[src/rtl/weight_loader_pkg.sv]
// Shared definitions for the weight loader: default bus widths and FSM state encoding.
package weight_loader_pkg;

    localparam int unsigned WL_ADDR_WIDTH = 32;
    localparam int unsigned WL_DATA_WIDTH = 16;

    typedef enum logic [1:0] {
        ST_IDLE = 2'd0,
        ST_LOAD = 2'd1,
        ST_DONE = 2'd2
    } wl_state_e;

endpackage

[src/rtl/weight_loader.sv]
// Weight loader: accepts a (base, count) command, then streams count words into
// broadcast weight writes at consecutive addresses, pulsing done at completion.
module weight_loader
    import weight_loader_pkg::*;
#(
    parameter int unsigned ADDR_WIDTH = WL_ADDR_WIDTH,
    parameter int unsigned DATA_WIDTH = WL_DATA_WIDTH
) (
    input  logic                  clk,
    input  logic                  rst,
    input  logic [ADDR_WIDTH-1:0] cmd_base_addr,
    input  logic [ADDR_WIDTH-1:0] cmd_count,
    input  logic                  cmd_valid,
    output logic                  cmd_ready,
    input  logic [DATA_WIDTH-1:0] s_data,
    input  logic                  s_valid,
    output logic                  s_ready,
    output logic [DATA_WIDTH-1:0] weight_wr_data,
    output logic [ADDR_WIDTH-1:0] weight_wr_addr,
    output logic                  weight_wr_en,
    output logic                  busy,
    output logic                  done
);

    wl_state_e               state_q, state_d;
    logic                    live_q;
    logic [ADDR_WIDTH-1:0]   addr_q, addr_d;
    logic [ADDR_WIDTH-1:0]   remain_q, remain_d;
    logic                    wr_en_q, wr_en_d;
    logic [DATA_WIDTH-1:0]   wr_data_q, wr_data_d;
    logic [ADDR_WIDTH-1:0]   wr_addr_q, wr_addr_d;
    logic                    cmd_fire, beat_fire;

    assign cmd_fire  = cmd_valid && cmd_ready;
    assign beat_fire = s_valid && s_ready;

    // live_q keeps cmd_ready low while rst is held and raises it on the first edge after release.
    always_ff @(posedge clk or posedge rst) begin
        if (rst) begin
            state_q <= ST_IDLE;
            live_q  <= 1'b0;
        end else begin
            state_q <= state_d;
            live_q  <= 1'b1;
        end
    end

    always_comb begin
        state_d = state_q;
        unique case (state_q)
            ST_IDLE: begin
                if (cmd_fire) begin
                    state_d = (cmd_count == '0) ? ST_DONE : ST_LOAD;
                end
            end
            ST_LOAD: begin
                if (beat_fire && remain_q == ADDR_WIDTH'(1)) begin
                    state_d = ST_DONE;
                end
            end
            ST_DONE: state_d = ST_IDLE;
            default: state_d = ST_IDLE;
        endcase
    end

    always_comb begin
        cmd_ready = (state_q == ST_IDLE) && live_q;
        s_ready   = (state_q == ST_LOAD);
        busy      = (state_q != ST_IDLE);
        done      = (state_q == ST_DONE);
    end

    always_comb begin
        addr_d    = addr_q;
        remain_d  = remain_q;
        wr_en_d   = 1'b0;
        wr_data_d = wr_data_q;
        wr_addr_d = wr_addr_q;
        if (cmd_fire) begin
            addr_d   = cmd_base_addr;
            remain_d = cmd_count;
        end else if (beat_fire) begin
            wr_en_d   = 1'b1;
            wr_data_d = s_data;
            wr_addr_d = addr_q;
            addr_d    = addr_q + ADDR_WIDTH'(1);
            remain_d  = remain_q - ADDR_WIDTH'(1);
        end
    end

    always_ff @(posedge clk or posedge rst) begin
        if (rst) begin
            addr_q    <= '0;
            remain_q  <= '0;
            wr_en_q   <= 1'b0;
            wr_data_q <= '0;
            wr_addr_q <= '0;
        end else begin
            addr_q    <= addr_d;
            remain_q  <= remain_d;
            wr_en_q   <= wr_en_d;
            wr_data_q <= wr_data_d;
            wr_addr_q <= wr_addr_d;
        end
    end

    assign weight_wr_en   = wr_en_q;
    assign weight_wr_data = wr_data_q;
    assign weight_wr_addr = wr_addr_q;

endmodule

[config.mk]
export PLATFORM = sky130hd
export DESIGN_NAME = weight_loader
export DESIGN_NICKNAME = d
export VERILOG_FILES = /design/src/rtl/weight_loader_pkg.sv /design/src/rtl/weight_loader.sv
export SDC_FILE = /design/constraint.sdc
export NUM_CORES = 1
export LEC_CHECK = 0
export ABC_CLOCK_PERIOD_IN_PS = 4700
export BUFFER_PORTS_ARGS = -buffer_cell sky130_fd_sc_hd__buf_2
export CAP_MARGIN = 20
export CORE_ASPECT_RATIO = 1.75
export CORE_MARGIN = 1
export CORE_UTILIZATION = 45
export CTS_BUF_LIST = sky130_fd_sc_hd__clkbuf_2
export CTS_CLUSTER_DIAMETER = 50
export CTS_CLUSTER_SIZE = 30
export DETAILED_ROUTE_END_ITERATION = 6
export GPL_TIMING_DRIVEN = 0
export PLACE_DENSITY = 0.72
export SYNTH_ARGS = -nofsm -noshare
export SYNTH_HDL_FRONTEND = slang
export SYNTH_SLANG_ARGS = --single-unit
[constraint.sdc]
create_clock -name clk -period 4.7 [get_ports clk]
set_input_delay 0 -clock clk [delete_from_list [all_inputs] [get_ports clk]]
set_output_delay 0 -clock clk [all_outputs]
set_load 0.01 [all_outputs]
==> results.json <==
{
  "status": "finished clean",
  "slew_viol_final": 0,
  "max_freq_mhz": 349,
  "rr_worst_depth": 7,
  "postCtsSetupBuffers": 0,
  "endpoint_kind": "flop",
  "post_drt_wl_per_cell_um": 18.2,
  "rows": 54,
  "hold_viol_final": 0,
  "seq_area_frac_synth_pct": 50.1,
  "clkLatencyLatePin_ps": 690,
  "grt_max_degree": 75,
  "coreArea_um2": 12500,
  "ant_nets": 0,
  "hold_class": "input port to flop",
  "power_leakage_nw": 3.75,
  "setup_tns_ps": 0,
  "r2r-start": "state_q[1]$_DFFE_PP0P_",
  "ys_ff_latch": 116,
  "grt_usage_pct": 30.1,
  "synth_largest_area_cell": "dfrtp_1",
  "min_path_cells": 4,
  "relSlewSlack_pct": 35.1,
  "die_area_um2": 13300,
  "synth.distinct_cells": 54,
  "rsz0062_at_grt": "no",
  "num_vias": 6346,
  "layout.nets": 986,
  "antenna_found_initial": 1,
  "critPathKind": "flop to flop",
  "preCtsSetupSlack_ps": 1990,
  "ys_top_cells_by_area": "dfrtp_1, nand2_1, nand3_1",
  "tritoncts": "yes",
  "synthesis.nets": 738,
  "fin_crit_sh_pct": 61.0,
  "timing.rr.end": "addr_q[30]$_DFFE_PP0P_",
  "cap_violations": 0,
  "final_cell_mix": "nand2_1, buf_2, dfrtp_1",
  "crit_arrival_ps": 3480,
  "path_clk_slew_ps": 190,
  "dr.first_iter.drc_count": 563,
  "area_growth_pct": 36.4,
  "async_flop_share_pct": 100,
  "start_kind": "flop",
  "required_ps": 5310,
  "dp_hpwl_um": 13500,
  "min_period_ps": 2870,
  "whs_endpoint": "addr_q[25]$_DFFE_PP0P_",
  "drcViolationCount": 0,
  "min_from": "cmd_base_addr[25]",
  "cts.path.max_buffers": 2,
  "dieWidth_um": 87.8,
  "layout-drive-gt1-share_pct": 21.2,
  "totalPowerFinal_mw": 3.74,
  "worst_pin_slew_ps": 965,
  "grt-ovfl-total": 0,
  "finalSetupViolCount": 0,
  "ir_worst_vdd_mv": 0.239,
  "h-tree-depth": 4,
  "holdBufCountCts": 92,
  "place.gp.congestion": 0.917,
  "power.density_nw_per_um2": 473,
  "ios": 137,
  "ys.flop_type": "dfrtp_1",
  "numCtsBuffers": 17,
  "synth_edf_count": 0,
  "post-route-util_pct": 63.2,
  "syn_avg_cell_area_um2": 8.90,
  "grt_pass1_wl_um": 30600,
  "wirelength_um": 19600,
  "yosys_warnings": 0,
  "r2r_slack_ps": 1830,
  "synth_area_um2": 5790,
  "cts-root-buf": "clkbuf_2",
  "layout_commonest_cell": "nand2_1",
  "fillCellCount": 1066,
  "clock_sinks": 116,
  "grt_pass1_vias": 6281,
  "via_per_inst": 5.87,
  "fin_worst_skew_ps": 26.0,
  "yosysTopAreaCellShare_pct": 50.1,
  "first_pass_iters": 6,
  "crit_fanout": 10,
  "setup_ws_ps": 1830,
  "portBuffers": 136,
  "synthesis.instances": 651,
  "cts_resized": 0,
  "start_util_pct": 46.3,
  "die_h_um": 152
}
metrics by stage:
stage          instances  cell area [um^2]  hold WS, ps
6_report            1081              7900         47.6
5_1_grt             1081              7900         27.2
4_1_cts             1080              7900         1.22
3_5_place_dp         956              6710          101
3_3_place_gp         955              6680          191
2_1_floorplan        651              5790          105
cell families (layout without fill, tap and decap cells):
family                     count (synthesis)  count (layout)  synth area share (%)
and+or+nand+nor                          367             367                  30.9
AOI/OAI and AO/OA                        118             118                  14.8
DFF                                      116             116                  50.1
buffers and inverters                     43             304                  2.98
adders and majority gates                  3               3                 0.648
muxes                                      2               2                 0.346
other                                      1               2                0.0647
xor gates and xnor gates                   1               1                 0.151
final cells by class:
cell class	instances	area, um^2	share of cell area [%]
Inverter	9	37.5	0.475
Multi-Input combinational cell	492	2720	34.4
Timing Repair Buffer	229	1630	20.6
Antenna cell	1	2.50	0.0317
Sequential cell	116	2900	36.7
Buffer	34	138	1.74
Tap cell	168	210	2.66
Clock inverter	14	176	2.23
Clock buffer	18	90.1	1.14
flip-flops by register name, summed over array words and instances, names as in the netlist:
register	count
addr_q	32
remain_q	32
weight_wr_addr	32
weight_wr_data	16
state_q	2
live_q	1
weight_wr_en	1
worst max-delay path, stage by stage (launching register included):
cell and delay, ps:
dfrtp_1 480, nand3b_1 460, inv_1 330, buf_2 300, buf_2 330, buf_1 560
o211ai_1 190, nand3_1 140
how the worst max path moves through the flow:
stage                                       from                  endpoint  slack (ps)  depth (start not counted)
final                     state_q[1]$_DFFE_PP0P_    addr_q[30]$_DFFE_PP0P_        1830                          7
after global routing      state_q[1]$_DFFE_PP0P_  remain_q[31]$_DFFE_PP0P_        1760                          7
after CTS                 state_q[1]$_DFFE_PP0P_    addr_q[30]$_DFFE_PP0P_        1930                          7
after detailed placement  state_q[1]$_DFFE_PP0P_    addr_q[30]$_DFFE_PP0P_        1990                          7
after global placement                       rst  remain_q[18]$_DFFE_PP0P_         360                          2
after floorplan                              rst     addr_q[0]$_DFFE_PP0P_        1630                          1
cells in the mapped netlist (10+ instances only):
master / instances
o211ai_1: 25
dfrtp_1: 116
a221o_1: 13
nor3_1: 16
nor4_1: 14
buf_1: 10
clkbuf_1: 16
nand3_1: 41
nor2_1: 19
o311ai_0: 11
o21ai_0: 26
nand2_1: 207
nand4_1: 13
where the power goes:
| part | internal, mW | switching (mW) |
|---|---|---|
| Sequential | 1.33 | 0.331 |
| Combinational | 0.541 | 0.803 |
| Clock | 0.303 | 0.426 |
| Total | 2.18 | 1.56 |
layer usage:
metal	wire [um]	vias to the layer above	track usage, %
li1	-	2866	-
met2	10100	369	51.1
met3	1350	99	5.16
met4	1080	0	20.4
met5	0	-	0
met1	7110	3012	33.3
No activity file was read; power rests on OpenSTA's default activity.
